$ cat config.mk
export PLATFORM = sky130hd
export DESIGN_NAME = brew_sequencer
export DESIGN_NICKNAME = d
export VERILOG_FILES = /design/src/rtl/brew_sequencer.sv
export SDC_FILE = /design/constraint.sdc
export NUM_CORES = 1
export LEC_CHECK = 0
export ABC_AREA = 0
export BUFFER_PORTS_ARGS = -buffer_cell sky130_fd_sc_hd__clkbuf_2
export CAP_MARGIN = 20
export CORE_AREA = 4 4 78 98
export DETAILED_ROUTE_END_ITERATION = 10
export DIE_AREA = 0 0 82 102
export MAX_ROUTING_LAYER = met4
export PLACE_DENSITY_LB_ADDON = 0.1
export REMOVE_ABC_BUFFERS = 1
export SLEW_MARGIN = 5
export SYNTH_ARGS = -nofsm -noshare
export SYNTH_HDL_FRONTEND = slang
export SYNTH_SLANG_ARGS = --single-unit
$ cat constraint.sdc
create_clock -name clk -period 6.7 [get_ports clk]
set_input_delay 0.67 -clock clk [delete_from_list [all_inputs] [get_ports clk]]
set_output_delay 0.67 -clock clk [all_outputs]
set_load 0.01 [all_outputs]
$ cat src/rtl/brew_sequencer.sv
// Brew controller: latches the coffee type on start, then walks the ingredients in order and
// opens each valve for t_value * UNIT_TICKS cycles. The time-selector supplies t_value.
module brew_sequencer #(
    parameter int unsigned UNIT_TICKS = 50000000,
    parameter int unsigned NUM_ING    = 5,
    parameter int unsigned CNT_W      = 32
) (
    input  logic               clk,
    input  logic               reset,
    input  logic               start,
    input  logic               cancel,
    input  logic [2:0]         c_type,
    input  logic [1:0]         t_value,
    output logic [2:0]         sel_c_type,
    output logic [2:0]         sel_ing_type,
    output logic [NUM_ING-1:0] valve,
    output logic               busy,
    output logic               done,
    output logic               aborted,
    output logic               error
);

    localparam logic [2:0] IDLE     = 3'd0;
    localparam logic [2:0] QUERY    = 3'd1;
    localparam logic [2:0] LOAD     = 3'd2;
    localparam logic [2:0] DISPENSE = 3'd3;
    localparam logic [2:0] NEXT     = 3'd4;
    localparam logic [2:0] FINISH   = 3'd5;

    localparam logic [CNT_W-1:0] UNITS    = CNT_W'(UNIT_TICKS);
    localparam logic [2:0]       LAST_ING = 3'(NUM_ING - 1);

    logic [2:0]       state;
    logic [CNT_W-1:0] counter;
    logic             c_type_ok;
    logic             abort_req;

    assign c_type_ok = (c_type != 3'd0) && (c_type <= 3'd4);
    // Cancel is honoured everywhere except IDLE (nothing to abort) and FINISH (done must still pulse).
    assign abort_req = cancel && (state != IDLE) && (state != FINISH);

    always_ff @(posedge clk or posedge reset) begin
        if (reset) begin
            state        <= IDLE;
            sel_c_type   <= '0;
            sel_ing_type <= '0;
            valve        <= '0;
            busy         <= 1'b0;
            done         <= 1'b0;
            aborted      <= 1'b0;
            error        <= 1'b0;
            counter      <= '0;
        end else begin
            done    <= 1'b0;
            aborted <= 1'b0;
            error   <= 1'b0;
            if (abort_req) begin
                state        <= IDLE;
                valve        <= '0;
                counter      <= '0;
                busy         <= 1'b0;
                aborted      <= 1'b1;
                sel_ing_type <= '0;
            end else begin
                case (state)
                    IDLE: begin
                        if (start && !cancel) begin
                            if (c_type_ok) begin
                                sel_c_type   <= c_type;
                                sel_ing_type <= '0;
                                busy         <= 1'b1;
                                state        <= QUERY;
                            end else begin
                                error <= 1'b1;
                            end
                        end
                    end
                    QUERY: state <= LOAD;
                    LOAD: begin
                        if (t_value == 2'd0) begin
                            state <= NEXT;
                        end else begin
                            counter <= CNT_W'(t_value) * UNITS - CNT_W'(1);
                            valve   <= NUM_ING'(1) << sel_ing_type;
                            state   <= DISPENSE;
                        end
                    end
                    DISPENSE: begin
                        if (counter == '0) begin
                            valve <= '0;
                            state <= NEXT;
                        end else begin
                            counter <= counter - CNT_W'(1);
                        end
                    end
                    NEXT: begin
                        if (sel_ing_type == LAST_ING) begin
                            done  <= 1'b1;
                            state <= FINISH;
                        end else begin
                            sel_ing_type <= sel_ing_type + 3'd1;
                            state        <= QUERY;
                        end
                    end
                    FINISH: begin
                        busy         <= 1'b0;
                        sel_ing_type <= '0;
                        state        <= IDLE;
                    end
                    default: begin
                        valve <= '0;
                        busy  <= 1'b0;
                        state <= IDLE;
                    end
                endcase
            end
        end
    end

endmodule

==> flow_summary.json <==
{
  "num_vias": 3088,
  "diodes": 0,
  "cts_setup_buffers": 0,
  "ys.flop_type": "dfrtp_1",
  "hp-class": "in -> async",
  "switchingPower_uw": 606.4,
  "path_class": "reg -> reg",
  "die_w_um": 82,
  "startpoint": "counter[0]$_DFFE_PP0P_",
  "crit_fanout": 16,
  "synth-seq-cells": 50,
  "track_usage_pct": 23.38,
  "cap_violations": 0,
  "p_int_uw": 731.7,
  "die_y_um": 102,
  "dieArea_um2": 8364,
  "worstSetupStartpointType": "flip-flop",
  "setup_violations": 0,
  "clock.fmax_mhz": 323.9,
  "final_nets": 389,
  "cts_tree": "built",
  "cts.repair.resized": 0,
  "hpwl_um": 6256,
  "end_kind": "flip-flop",
  "seqPwrFrac_pct": 40.5,
  "synth_edf_count": 0,
  "avgSynthCellArea_um2": 9.175,
  "sw_frac_of_total_pct": 45.32,
  "placed_cell_area_um2": 3426,
  "via_per_inst": 6.728,
  "cts_hold_buf": 0,
  "period_share_pct": 46.08,
  "syn_inst": 360,
  "fin_util_pct": 52.33,
  "arrival_ns": 3.34,
  "start_util_pct": 48.53,
  "timing.final.hold_violations": 0,
  "fin_ws_ns": 3.612,
  "area_growth_pct": 7.841,
  "power_frac_comb_pct": 43.3,
  "core.rowCount": 34,
  "first_pass_iters": 5,
  "synth_cell_types": 66,
  "whs_ns": 0.4033,
  "reg2reg_from": "counter[0]$_DFFE_PP0P_",
  "drc": 0,
  "reg2reg_depth": 7,
  "grt_pass1_wl_um": 14810,
  "grt_start_max_net_pins": 33,
  "rsz0062_at_grt": "false",
  "tns_ns": 0,
  "pre_cts_ws_ns": 3.511,
  "p_per_area_nw_per_um2": 375.6,
  "power.leakage_nw": 1.419,
  "cts_sinks": 50,
  "final_cell_area_um2": 3562,
  "r2r_end": "counter[24]$_DFFE_PP0P_",
  "syn_area_um2": 3303,
  "worst_slew_pin_slew_ns": 0.9384,
  "max_slew_margin_pct": 36.96,
  "period_needed_ns": 3.088,
  "grt_pass1_vias": 2980,
  "ios": 24,
  "cts_buffers": 5,
  "clk_pin_slew_ns": 0.10,
  "drive_gt1_share_pct": 14.91,
  "drt_iter0_drc": 238,
  "gp_congestion": 0.8482,
  "timing.final.max_slew_violations": 0,
  "wl_per_cell_um": 19.75,
  "cts-htree-levels": 2,
  "drtAntennaViolNets": 0,
  "worst-r2r-setup-slack_ns": 3.61,
  "fin_skew_ns": 0.008339,
  "ctsLongestPathBuffers": 2,
  "status": "finished clean",
  "antenna_found_initial": 0,
  "ys_seq_area_share_pct": 37.88,
  "clock_latency_ns": 0.31,
  "yosysWarningCount": 0,
  "clock_power_share_pct": 16.2,
  "ys_async_sr_fraction_pct": 100.0,
  "worstPathRequired_ns": 6.96,
  "core_um2": 6807,
  "grt.overflow.total": 0,
  "ir_drop_v": 0.0001688,
  "portBuffers": 23,
  "routed_wl_um": 9063,
  "cts-root-buf": "clkbuf_8"
}
[metal layers]
metal | track usage, % | part of all wire, % | wire [um]
met1 | 27.87 | 41 | 3735
met2 | 40.70 | 53 | 4808
met3 | 2.734 | 3.8 | 346
met4 | 7.417 | 1.9 | 174
met5 | - | 0 | 0
[logic make-up (layout without fill, tap and decap cells)]
| kind of cell | count (synthesis) | count (layout) | share of synthesized area, % |
|---|---|---|---|
| DFF | 50 | 50 | 37.88 |
| and+or+nand+nor | 127 | 127 | 22.20 |
| xor gates and xnor gates | 1 | 1 | 0.2652 |
| adders and majority gates | 12 | 12 | 4.545 |
| muxes | 2 | 2 | 0.6818 |
| buffers and inverters | 39 | 48 | 5.719 |
| AOI/OAI and AO/OA | 129 | 129 | 28.71 |
[power groups by stage]
| stage | Clock, mW | Sequential [mW] | Combinational (mW) |
|---|---|---|---|
| 6_report | 0.217 | 0.542 | 0.579 |
| 4_1_cts | 0.220 | 0.538 | 0.574 |
| 3_3_place_gp | 0 | 0.541 | 0.562 |
| 2_1_floorplan | 0 | 0.513 | 0.427 |
| 3_5_place_dp | 0 | 0.543 | 0.572 |
| 5_1_grt | 0.230 | 0.560 | 0.640 |
[Yosys cell counts (10+ instances only)]
cell      number  area, um^2
dfrtp_1       50        1251
nor2_1        29       108.9
a31oi_1       21       131.4
nand2_1       20       75.07
nor3_1        18       90.09
a21oi_1       15       75.07
clkbuf_1      15       56.30
o21ai_0       15       75.07
o211ai_1      13       97.59
ha_1          12       150.1
inv_1         12       45.04
a311oi_1      10       87.58
nor4_1        10       62.56
[registers in the layout (all words and copies together), names as in the netlist, 3 cells and up]
| signal | count |
|---|---|
| counter | 32 |
| valve | 5 |
| sel_c_type | 3 |
| sel_ing_type | 3 |
| state | 3 |
[cells in the final DEF (no fill, tap or decap), drive strengths merged, types with 5 or more instances in the layout]
| cell type | netlist | routed |
|---|---|---|
| nand2 | 21 | 21 |
| or4 | 7 | 7 |
| nor3 | 21 | 21 |
| a311oi | 10 | 10 |
| clkbuf | 15 | 28 |
| ha | 12 | 12 |
| nand3 | 7 | 7 |
| nor4 | 11 | 11 |
| inv | 13 | 13 |
| or3 | 5 | 5 |
| o31ai | 8 | 8 |
| o211ai | 15 | 15 |
| a21oi | 15 | 15 |
| nor2 | 29 | 29 |
| o21ai | 16 | 16 |
| a211oi | 6 | 6 |
| dfrtp | 50 | 50 |
| a31oi | 21 | 21 |
| nand4 | 8 | 8 |
| o41ai | 8 | 8 |
| o311ai | 8 | 8 |
[through the flow]
step / total power [mW] / instances
after global routing: 1.430 / 459
after CTS: 1.332 / 458
after floorplan: 0.9404 / 334
after global placement: 1.103 / 449
final: 1.338 / 459
after detailed placement: 1.116 / 450
[critical path, cell delays in order (launching register included)]
cell,delay [ns]
dfrtp_1,0.41
inv_1,0.11
ha_1,0.20
or3b_2,0.56
nor3_4,0.59
nand4_2,0.53
nand2_2,0.41
o221a_2,0.24
[worst max-delay path by stage]
stage | to | cells after the start
finish | counter[24]$_DFFE_PP0P_ | 7
detailed placement | counter[18]$_DFFE_PP0P_ | 7
floorplan | counter[31]$_DFFE_PP0P_ | 6
global placement | counter[25]$_DFFE_PP0P_ | 7
CTS | counter[24]$_DFFE_PP0P_ | 7
global route | counter[24]$_DFFE_PP0P_ | 7
[area by class of cell]
cell class | count | area [um^2]
fill | 665 | 3244
tap | 90 | 112.6
multi-input combinational | 271 | 1863
timing repair buffer | 27 | 177.7
inverter | 13 | 48.80
clock buffer | 5 | 68.82
sequential | 50 | 1251
clock inverter | 3 | 40.04
Power figures use the tool's default switching activity.
